`src/rtl/shift_add_mult_param_if.sv`:
```
// Start/busy/done handshake and operand/result bus for the shift-and-add multiplier.
// The master drives the request, the slave returns the product and status.
interface shift_add_mult_param_if #(
    parameter int unsigned D_WIDTH = 8
);
    logic                   i_start;
    logic                   i_signed;
    logic [D_WIDTH-1:0]     i_multiplicand;
    logic [D_WIDTH-1:0]     i_multiplier;
    logic [2*D_WIDTH-1:0]   o_product;
    logic                   o_busy;
    logic                   o_done;
    logic [1:0]             o_state;

    modport master (
        output i_start,
        output i_signed,
        output i_multiplicand,
        output i_multiplier,
        input  o_product,
        input  o_busy,
        input  o_done,
        input  o_state
    );

    modport slave (
        input  i_start,
        input  i_signed,
        input  i_multiplicand,
        input  i_multiplier,
        output o_product,
        output o_busy,
        output o_done,
        output o_state
    );
endinterface

```
`src/rtl/shift_add_mult_param.sv`:
```
// Width-generic sequential shift-and-add multiplier, one multiplier bit per clock.
// Signed mode multiplies magnitudes and negates the result when operand signs differ.
module shift_add_mult_param #(
    parameter int unsigned D_WIDTH = 8
) (
    input  logic                    i_clk,
    input  logic                    i_rst_n,
    shift_add_mult_param_if.slave   io_mul
);

    localparam int unsigned CNT_WIDTH = $clog2(D_WIDTH + 1);
    localparam int unsigned P_WIDTH   = 2 * D_WIDTH;

    localparam logic [1:0] ST_IDLE = 2'b00;
    localparam logic [1:0] ST_ITER = 2'b01;
    localparam logic [1:0] ST_FIX  = 2'b10;
    localparam logic [1:0] ST_DONE = 2'b11;

    localparam logic [CNT_WIDTH-1:0] LAST_CNT = CNT_WIDTH'(D_WIDTH - 1);

    logic [1:0]             r_state;
    logic [1:0]             w_state_next;
    logic [P_WIDTH:0]       r_acc;
    logic [D_WIDTH-1:0]     r_mcand;
    logic [D_WIDTH-1:0]     r_mplier;
    logic [CNT_WIDTH-1:0]   r_cnt;
    logic                   r_neg;
    logic                   r_signed;
    logic [P_WIDTH-1:0]     r_product;
    logic                   r_busy;
    logic                   r_done;

    logic                   w_a_neg;
    logic                   w_b_neg;
    logic [D_WIDTH-1:0]     w_a_mag;
    logic [D_WIDTH-1:0]     w_b_mag;
    logic [D_WIDTH-1:0]     w_addend;
    logic [D_WIDTH:0]       w_sum;
    logic [P_WIDTH:0]       w_acc_next;
    logic [P_WIDTH-1:0]     w_result;

    // Most-negative operand negates to itself, which is the correct unsigned magnitude.
    always_comb begin
        w_a_neg = io_mul.i_signed & io_mul.i_multiplicand[D_WIDTH-1];
        w_b_neg = io_mul.i_signed & io_mul.i_multiplier[D_WIDTH-1];
        w_a_mag = w_a_neg ? (~io_mul.i_multiplicand + 1'b1) : io_mul.i_multiplicand;
        w_b_mag = w_b_neg ? (~io_mul.i_multiplier + 1'b1) : io_mul.i_multiplier;
    end

    // Add into the upper half with carry, then shift the whole accumulator right by one.
    always_comb begin
        w_addend   = r_mplier[0] ? r_mcand : '0;
        w_sum      = r_acc[P_WIDTH:D_WIDTH] + {1'b0, w_addend};
        w_acc_next = {1'b0, w_sum, r_acc[D_WIDTH-1:1]};
        w_result   = r_neg ? (~r_acc[P_WIDTH-1:0] + 1'b1) : r_acc[P_WIDTH-1:0];
    end

    always_comb begin
        w_state_next = r_state;
        case (r_state)
            ST_IDLE: if (io_mul.i_start) w_state_next = ST_ITER;
            ST_ITER: if (r_cnt == LAST_CNT) w_state_next = ST_FIX;
            ST_FIX:  w_state_next = ST_DONE;
            ST_DONE: w_state_next = ST_IDLE;
            default: w_state_next = ST_IDLE;
        endcase
    end

    always_ff @(posedge i_clk or negedge i_rst_n) begin
        if (!i_rst_n) begin
            r_state <= ST_IDLE;
        end else begin
            r_state <= w_state_next;
        end
    end

    always_ff @(posedge i_clk or negedge i_rst_n) begin
        if (!i_rst_n) begin
            r_acc     <= '0;
            r_mcand   <= '0;
            r_mplier  <= '0;
            r_cnt     <= '0;
            r_neg     <= 1'b0;
            r_signed  <= 1'b0;
            r_product <= '0;
            r_busy    <= 1'b0;
            r_done    <= 1'b0;
        end else begin
            case (r_state)
                ST_IDLE: begin
                    r_done <= 1'b0;
                    if (io_mul.i_start) begin
                        r_mcand  <= w_a_mag;
                        r_mplier <= w_b_mag;
                        r_neg    <= w_a_neg ^ w_b_neg;
                        r_signed <= io_mul.i_signed;
                        r_acc    <= '0;
                        r_cnt    <= '0;
                        r_busy   <= 1'b1;
                    end
                end
                ST_ITER: begin
                    r_acc    <= w_acc_next;
                    r_mplier <= r_mplier >> 1;
                    r_cnt    <= r_cnt + 1'b1;
                end
                ST_FIX: begin
                    r_product <= w_result;
                    r_done    <= 1'b1;
                    r_busy    <= 1'b0;
                end
                ST_DONE: begin
                    r_done <= 1'b0;
                end
                default: begin
                    r_done <= 1'b0;
                    r_busy <= 1'b0;
                end
            endcase
        end
    end

    // r_signed is retained as the captured mode for debug visibility alongside o_state.
    logic w_mode_unused;
    assign w_mode_unused = r_signed;

    assign io_mul.o_product = r_product;
    assign io_mul.o_busy    = r_busy;
    assign io_mul.o_done    = r_done;
    assign io_mul.o_state   = r_state;

endmodule

```
`src/flat_wrapper.sv`:
```
// flat-port wrapper written by rule: the top's interface ports become plain ports
module shift_add_mult_param_flat 
#(
    parameter int unsigned D_WIDTH = 8
)
  (i_clk, i_rst_n, io_mul_i_start, io_mul_i_signed, io_mul_i_multiplicand, io_mul_i_multiplier, io_mul_o_product, io_mul_o_busy, io_mul_o_done, io_mul_o_state);
  shift_add_mult_param_if #(.D_WIDTH(D_WIDTH)) io_mul_i ();
  input  logic i_clk;
  input  logic i_rst_n;
  input wire logic [$bits(io_mul_i.i_start)-1:0] io_mul_i_start;
  input wire logic [$bits(io_mul_i.i_signed)-1:0] io_mul_i_signed;
  input wire logic [$bits(io_mul_i.i_multiplicand)-1:0] io_mul_i_multiplicand;
  input wire logic [$bits(io_mul_i.i_multiplier)-1:0] io_mul_i_multiplier;
  output wire logic [$bits(io_mul_i.o_product)-1:0] io_mul_o_product;
  output wire logic [$bits(io_mul_i.o_busy)-1:0] io_mul_o_busy;
  output wire logic [$bits(io_mul_i.o_done)-1:0] io_mul_o_done;
  output wire logic [$bits(io_mul_i.o_state)-1:0] io_mul_o_state;
  assign io_mul_i.i_start = io_mul_i_start;
  assign io_mul_i.i_signed = io_mul_i_signed;
  assign io_mul_i.i_multiplicand = io_mul_i_multiplicand;
  assign io_mul_i.i_multiplier = io_mul_i_multiplier;
  assign io_mul_o_product = io_mul_i.o_product;
  assign io_mul_o_busy = io_mul_i.o_busy;
  assign io_mul_o_done = io_mul_i.o_done;
  assign io_mul_o_state = io_mul_i.o_state;
  shift_add_mult_param #(.D_WIDTH(D_WIDTH)) u_core (.i_clk(i_clk), .i_rst_n(i_rst_n), .io_mul(io_mul_i));
endmodule
```
`config.mk`:
```
export PLATFORM = sky130hd
export DESIGN_NAME = shift_add_mult_param_flat
export DESIGN_NICKNAME = d
export VERILOG_FILES = /design/src/rtl/shift_add_mult_param_if.sv /design/src/rtl/shift_add_mult_param.sv /design/src/flat_wrapper.sv
export SDC_FILE = /design/constraint.sdc
export NUM_CORES = 1
export LEC_CHECK = 0
export BUFFER_PORTS_ARGS = -buffer_cell sky130_fd_sc_hd__buf_2
export CORE_UTILIZATION = 35
export CTS_CLUSTER_DIAMETER = 50
export DETAILED_ROUTE_END_ITERATION = 7
export GPL_ROUTABILITY_DRIVEN = 0
export GPL_TIMING_DRIVEN = 0
export PLACE_DENSITY = 0.59
export SYNTH_ARGS = -nofsm -noshare
export SYNTH_HDL_FRONTEND = slang
export SYNTH_SLANG_ARGS = --single-unit
```
`constraint.sdc`:
```
create_clock -name i_clk -period 1.9 [get_ports i_clk]
set_clock_uncertainty 0.05 [all_clocks]
set_input_delay 0.285 -clock i_clk [delete_from_list [all_inputs] [get_ports i_clk]]
set_output_delay 0.285 -clock i_clk [all_outputs]
set_load 0.01 [all_outputs]
```
==> results.sh <==
export IMPL_clockRootBuffer="clkbuf_8"
export IMPL_rsz0062_at_grt="true"
export IMPL_period_needed_ns=2.00
export IMPL_vias_per_cell=5.08
export IMPL_p_per_area_mw_per_mm2=1500
export IMPL_ys_warn_count=0
export IMPL_overflow=0
export IMPL_antenna_diode_count=0
export IMPL_max_cap_violations=0
export IMPL_cts_hold_buf=0
export IMPL_grt_pass1_wl_um=11800
export IMPL_dpl_hpwl_um=4790
export IMPL_seq_area_frac_synth_pct=44.2
export IMPL_dieHeight_um=98.1
export IMPL_yosysTopAreaCellShare_pct=44.2
export IMPL_synth_cell_types=46
export IMPL_slew_viol_final=0
export IMPL_violations="DRC, hold timing, setup timing"
export IMPL_p_sw_w=0.00233
export IMPL_htree_num_levels=3
export IMPL_fmax_mhz=499
export IMPL_slowest_stage="dfrtp_2"
export IMPL_wl_per_cell_um=13.8
export IMPL_crit_arrival_ns=2.17
export IMPL_async_flop_share_pct=100
export IMPL_first_iter_violations=111
export IMPL_run_status="finished, violations left"
export IMPL_seq_power_share_pct=34.5
export IMPL_yosys_area_top_type="dfrtp_1"
export IMPL_firstDrtPassIters=6
export IMPL_fin_area_mm2=0.00390
export IMPL_path_delay_family="compound AO/OA/AOI/OAI gates"
export IMPL_reg2reg_slack_ns=-0.10
export IMPL_pwr_share_comb_pct=46.8
export IMPL_nets=417
export IMPL_yosys_most_used_dff="dfrtp_1"
export IMPL_timing_final_hold_violations=57
export IMPL_hold_class="input port to asynchronous set/reset pin"
export IMPL_r2r_end="u_core.r_acc[13]$_DFFE_PN0P_"
export IMPL_wirelength_um=6800
export IMPL_syn2layout_area_growth_pct=20.8
export IMPL_switching_share_pct=39.7
export IMPL_rr_worst_depth=8
export IMPL_antenna_found_initial=0
export IMPL_layout_common_cells="dfrtp_1 (56), buf_2 (41), nand2_1 (29), o21ai_0 (27), a21oi_1 (25)"
export IMPL_via_count=2506
export IMPL_clkSinkCount=57
export IMPL_power_frac_clock_pct=18.6
export IMPL_reg2reg_from="u_core.r_mplier[0]$_DFFE_PN0P_"
export IMPL_numCtsBuffers=9
export IMPL_finalNonFillerCells=493
export IMPL_fillers=876
export IMPL_path_buf_inv=0
export IMPL_synth_area_mm2=0.00323
export IMPL_crit_fanout=5
export IMPL_tightest_slew_ns=0.702
export IMPL_grt_use_total_pct=15.4
export IMPL_fin_util_pct=44.1
export IMPL_path_cells="and2_4 -> ha_4 -> fa_2 -> a21oi_2 -> o211ai_1 -> a21oi_1 -> nand2b_1 -> a32o_1"
export IMPL_grt_max_degree=58
export IMPL_finalPower_w=0.00586
export IMPL_floorplan_rows=34
export IMPL_drive_gt1_share_pct=27.3
export IMPL_place_area_mm2=0.00356
export IMPL_hold_ws_ns=-0.0429
export IMPL_max_stage_delay_ns=0.42
export IMPL_clkTransAtPathRegs_ns=0.06
export IMPL_setup_viol=4
export IMPL_setup_tns_ns=-0.311
export IMPL_post_place_cells=476
export IMPL_synth_edf_count=0
export IMPL_p_int_w=0.00354
export IMPL_synth_avg_cell_area_um2=9.79
export IMPL_cts_tree="yes"
export IMPL_cp_start_kind="flop"
export IMPL_syn_nets=367
export IMPL_io_buffers=38
export IMPL_setup_ws_ns=-0.105
export IMPL_required_ns=2.07
export IMPL_worstSetupStartpoint="u_core.r_mplier[0]$_DFFE_PN0P_"
export IMPL_register_area_mm2=0.00143
export IMPL_end_kind="flop"
export IMPL_core_area_mm2=0.00885
export IMPL_clockBufferDepth=2
export IMPL_yosys_top_cells_area="dfrtp_1 (44%), ha_1 (6.2%), o21ai_0 (4.3%)"
export IMPL_layout_commonest_cell="dfrtp_1"
export IMPL_multiInputGateArea_mm2=0.00182
export IMPL_die_area_mm2=0.00962
export IMPL_ioPinCount=40
export IMPL_drc=4
export IMPL_vdd_drop_max_v=0.000409
export IMPL_die_w_um=98.1
export IMPL_postRouteAntennaNets=0
export IMPL_final_period_utilization_pct=106
export IMPL_grt_pass1_vias=2516
export IMPL_clk_latency_ns=0.33
export IMPL_syn_instance_count=330
export IMPL_ys_ff_latch=57
export IMPL_slew_headroom_pct=53.2
export IMPL_leakage_nw=1.86
export IMPL_initial_core_util_pct=36.5
export IMPL_path_class="flop to flop"
==> worst reg2reg max path: cells and delay by family, from the launching register on <==
kind | cells | cell delay [ns]
AO/OA/AOI/OAI | 4 | 0.68
flip-flops | 1 | 0.42
adder cells (fa/ha/maj) | 2 | 0.50
AND/OR/NAND/NOR | 2 | 0.23
==> what timing repair did <==
action                                  CTS  global route
setup buffers                             3             0
pin swaps                                 7             3
endpoints found under the setup margin   38            46
cloned                                    0             0
gates resized for setup                  17            25
==> worst max-delay path by stage <==
stage                                               to  slack (ns)  depth (start not counted)
after floorplan           u_core.r_acc[13]$_DFFE_PN0P_       -0.06                          8
after global placement    u_core.r_acc[15]$_DFFE_PN0P_       -0.41                          7
after detailed placement  u_core.r_acc[15]$_DFFE_PN0P_       -0.35                          7
after CTS                 u_core.r_acc[13]$_DFFE_PN0P_       -0.13                          8
after global routing      u_core.r_acc[13]$_DFFE_PN0P_       -0.20                          8
final                     u_core.r_acc[13]$_DFFE_PN0P_       -0.10                          8
==> sequential cells by signal (all words and copies together) (netlist names) <==
| register | cells |
|---|---|
| u_core.io_mul.o_state | 2 |
| u_core.r_cnt | 4 |
| u_core.r_neg | 1 |
| u_core.r_acc | 16 |
| u_core.r_mplier | 8 |
| u_core.io_mul.o_product | 16 |
| u_core.r_mcand | 8 |
| u_core.io_mul.o_busy | 1 |
| u_core.io_mul.o_done | 1 |
==> cells in the mapped netlist (all sizes together) (6+ instances only) <==
cell type and n:
ha 16, nand2b 6, o21ai 32, nand2 30, clkbuf 9, xor2 14, inv 12, a22o 15
mux2 11, nor2 22, xnor2 13, dfrtp 57, a21oi 28, and2 9
==> area by class of cell <==
class,instances,area share [%]
clock inverters,3,1.03
well taps,108,3.46
inverters,12,1.15
repair buffers,41,5.51
clock buffers,13,3.81
plain buffers,12,1.73
multi-input cells,247,46.7
flip-flops and latches,57,36.6
==> kinds of logic (layout without fill, tap and decap cells) <==
logic type	after synthesis	in the layout	share of synthesized area (%)
XOR/XNOR	27	27	7.32
flip-flops	57	57	44.2
AO/OA/AOI/OAI	96	96	18.9
AND/OR/NAND/NOR	91	91	14.0
adder cells (fa/ha/maj)	17	17	6.82
multiplexers	16	16	5.62
buffers and inverters	26	81	3.18
==> per-layer routing <==
| layer | part of all wire [%] | wire [um] | GRT usage (%) | vias up |
|---|---|---|---|---|
| met2 | 48 | 3240 | 25.8 | 56 |
| met3 | 4.1 | 277 | 3.94 | 4 |
| li1 | - | - | - | 1277 |
| met1 | 48 | 3240 | 19.6 | 1169 |
| met5 | 0 | 0 | 0 | - |
| met4 | 0.57 | 39 | 4.31 | 0 |
==> through the flow <==
stage / setup slack (ns) / hold slack (ns)
after detailed placement: -0.350 / 0.415
after global placement: -0.408 / 0.403
after floorplan: -0.0553 / -0.0606
final: -0.105 / -0.0429
after global routing: -0.204 / 0.0144
after CTS: -0.131 / 0.173
==> power groups by stage <==
stage | combinational [W] | clock, W | sequential (W)
after floorplan | 0.00175 | 0 | 0.00206
after global placement | 0.00245 | 0 | 0.00203
after detailed placement | 0.00250 | 0 | 0.00205
after CTS | 0.00263 | 0.00113 | 0.00203
after global routing | 0.00308 | 0.00118 | 0.00210
final | 0.00274 | 0.00109 | 0.00202
Note: power is estimated with default switching activity, not from simulation.
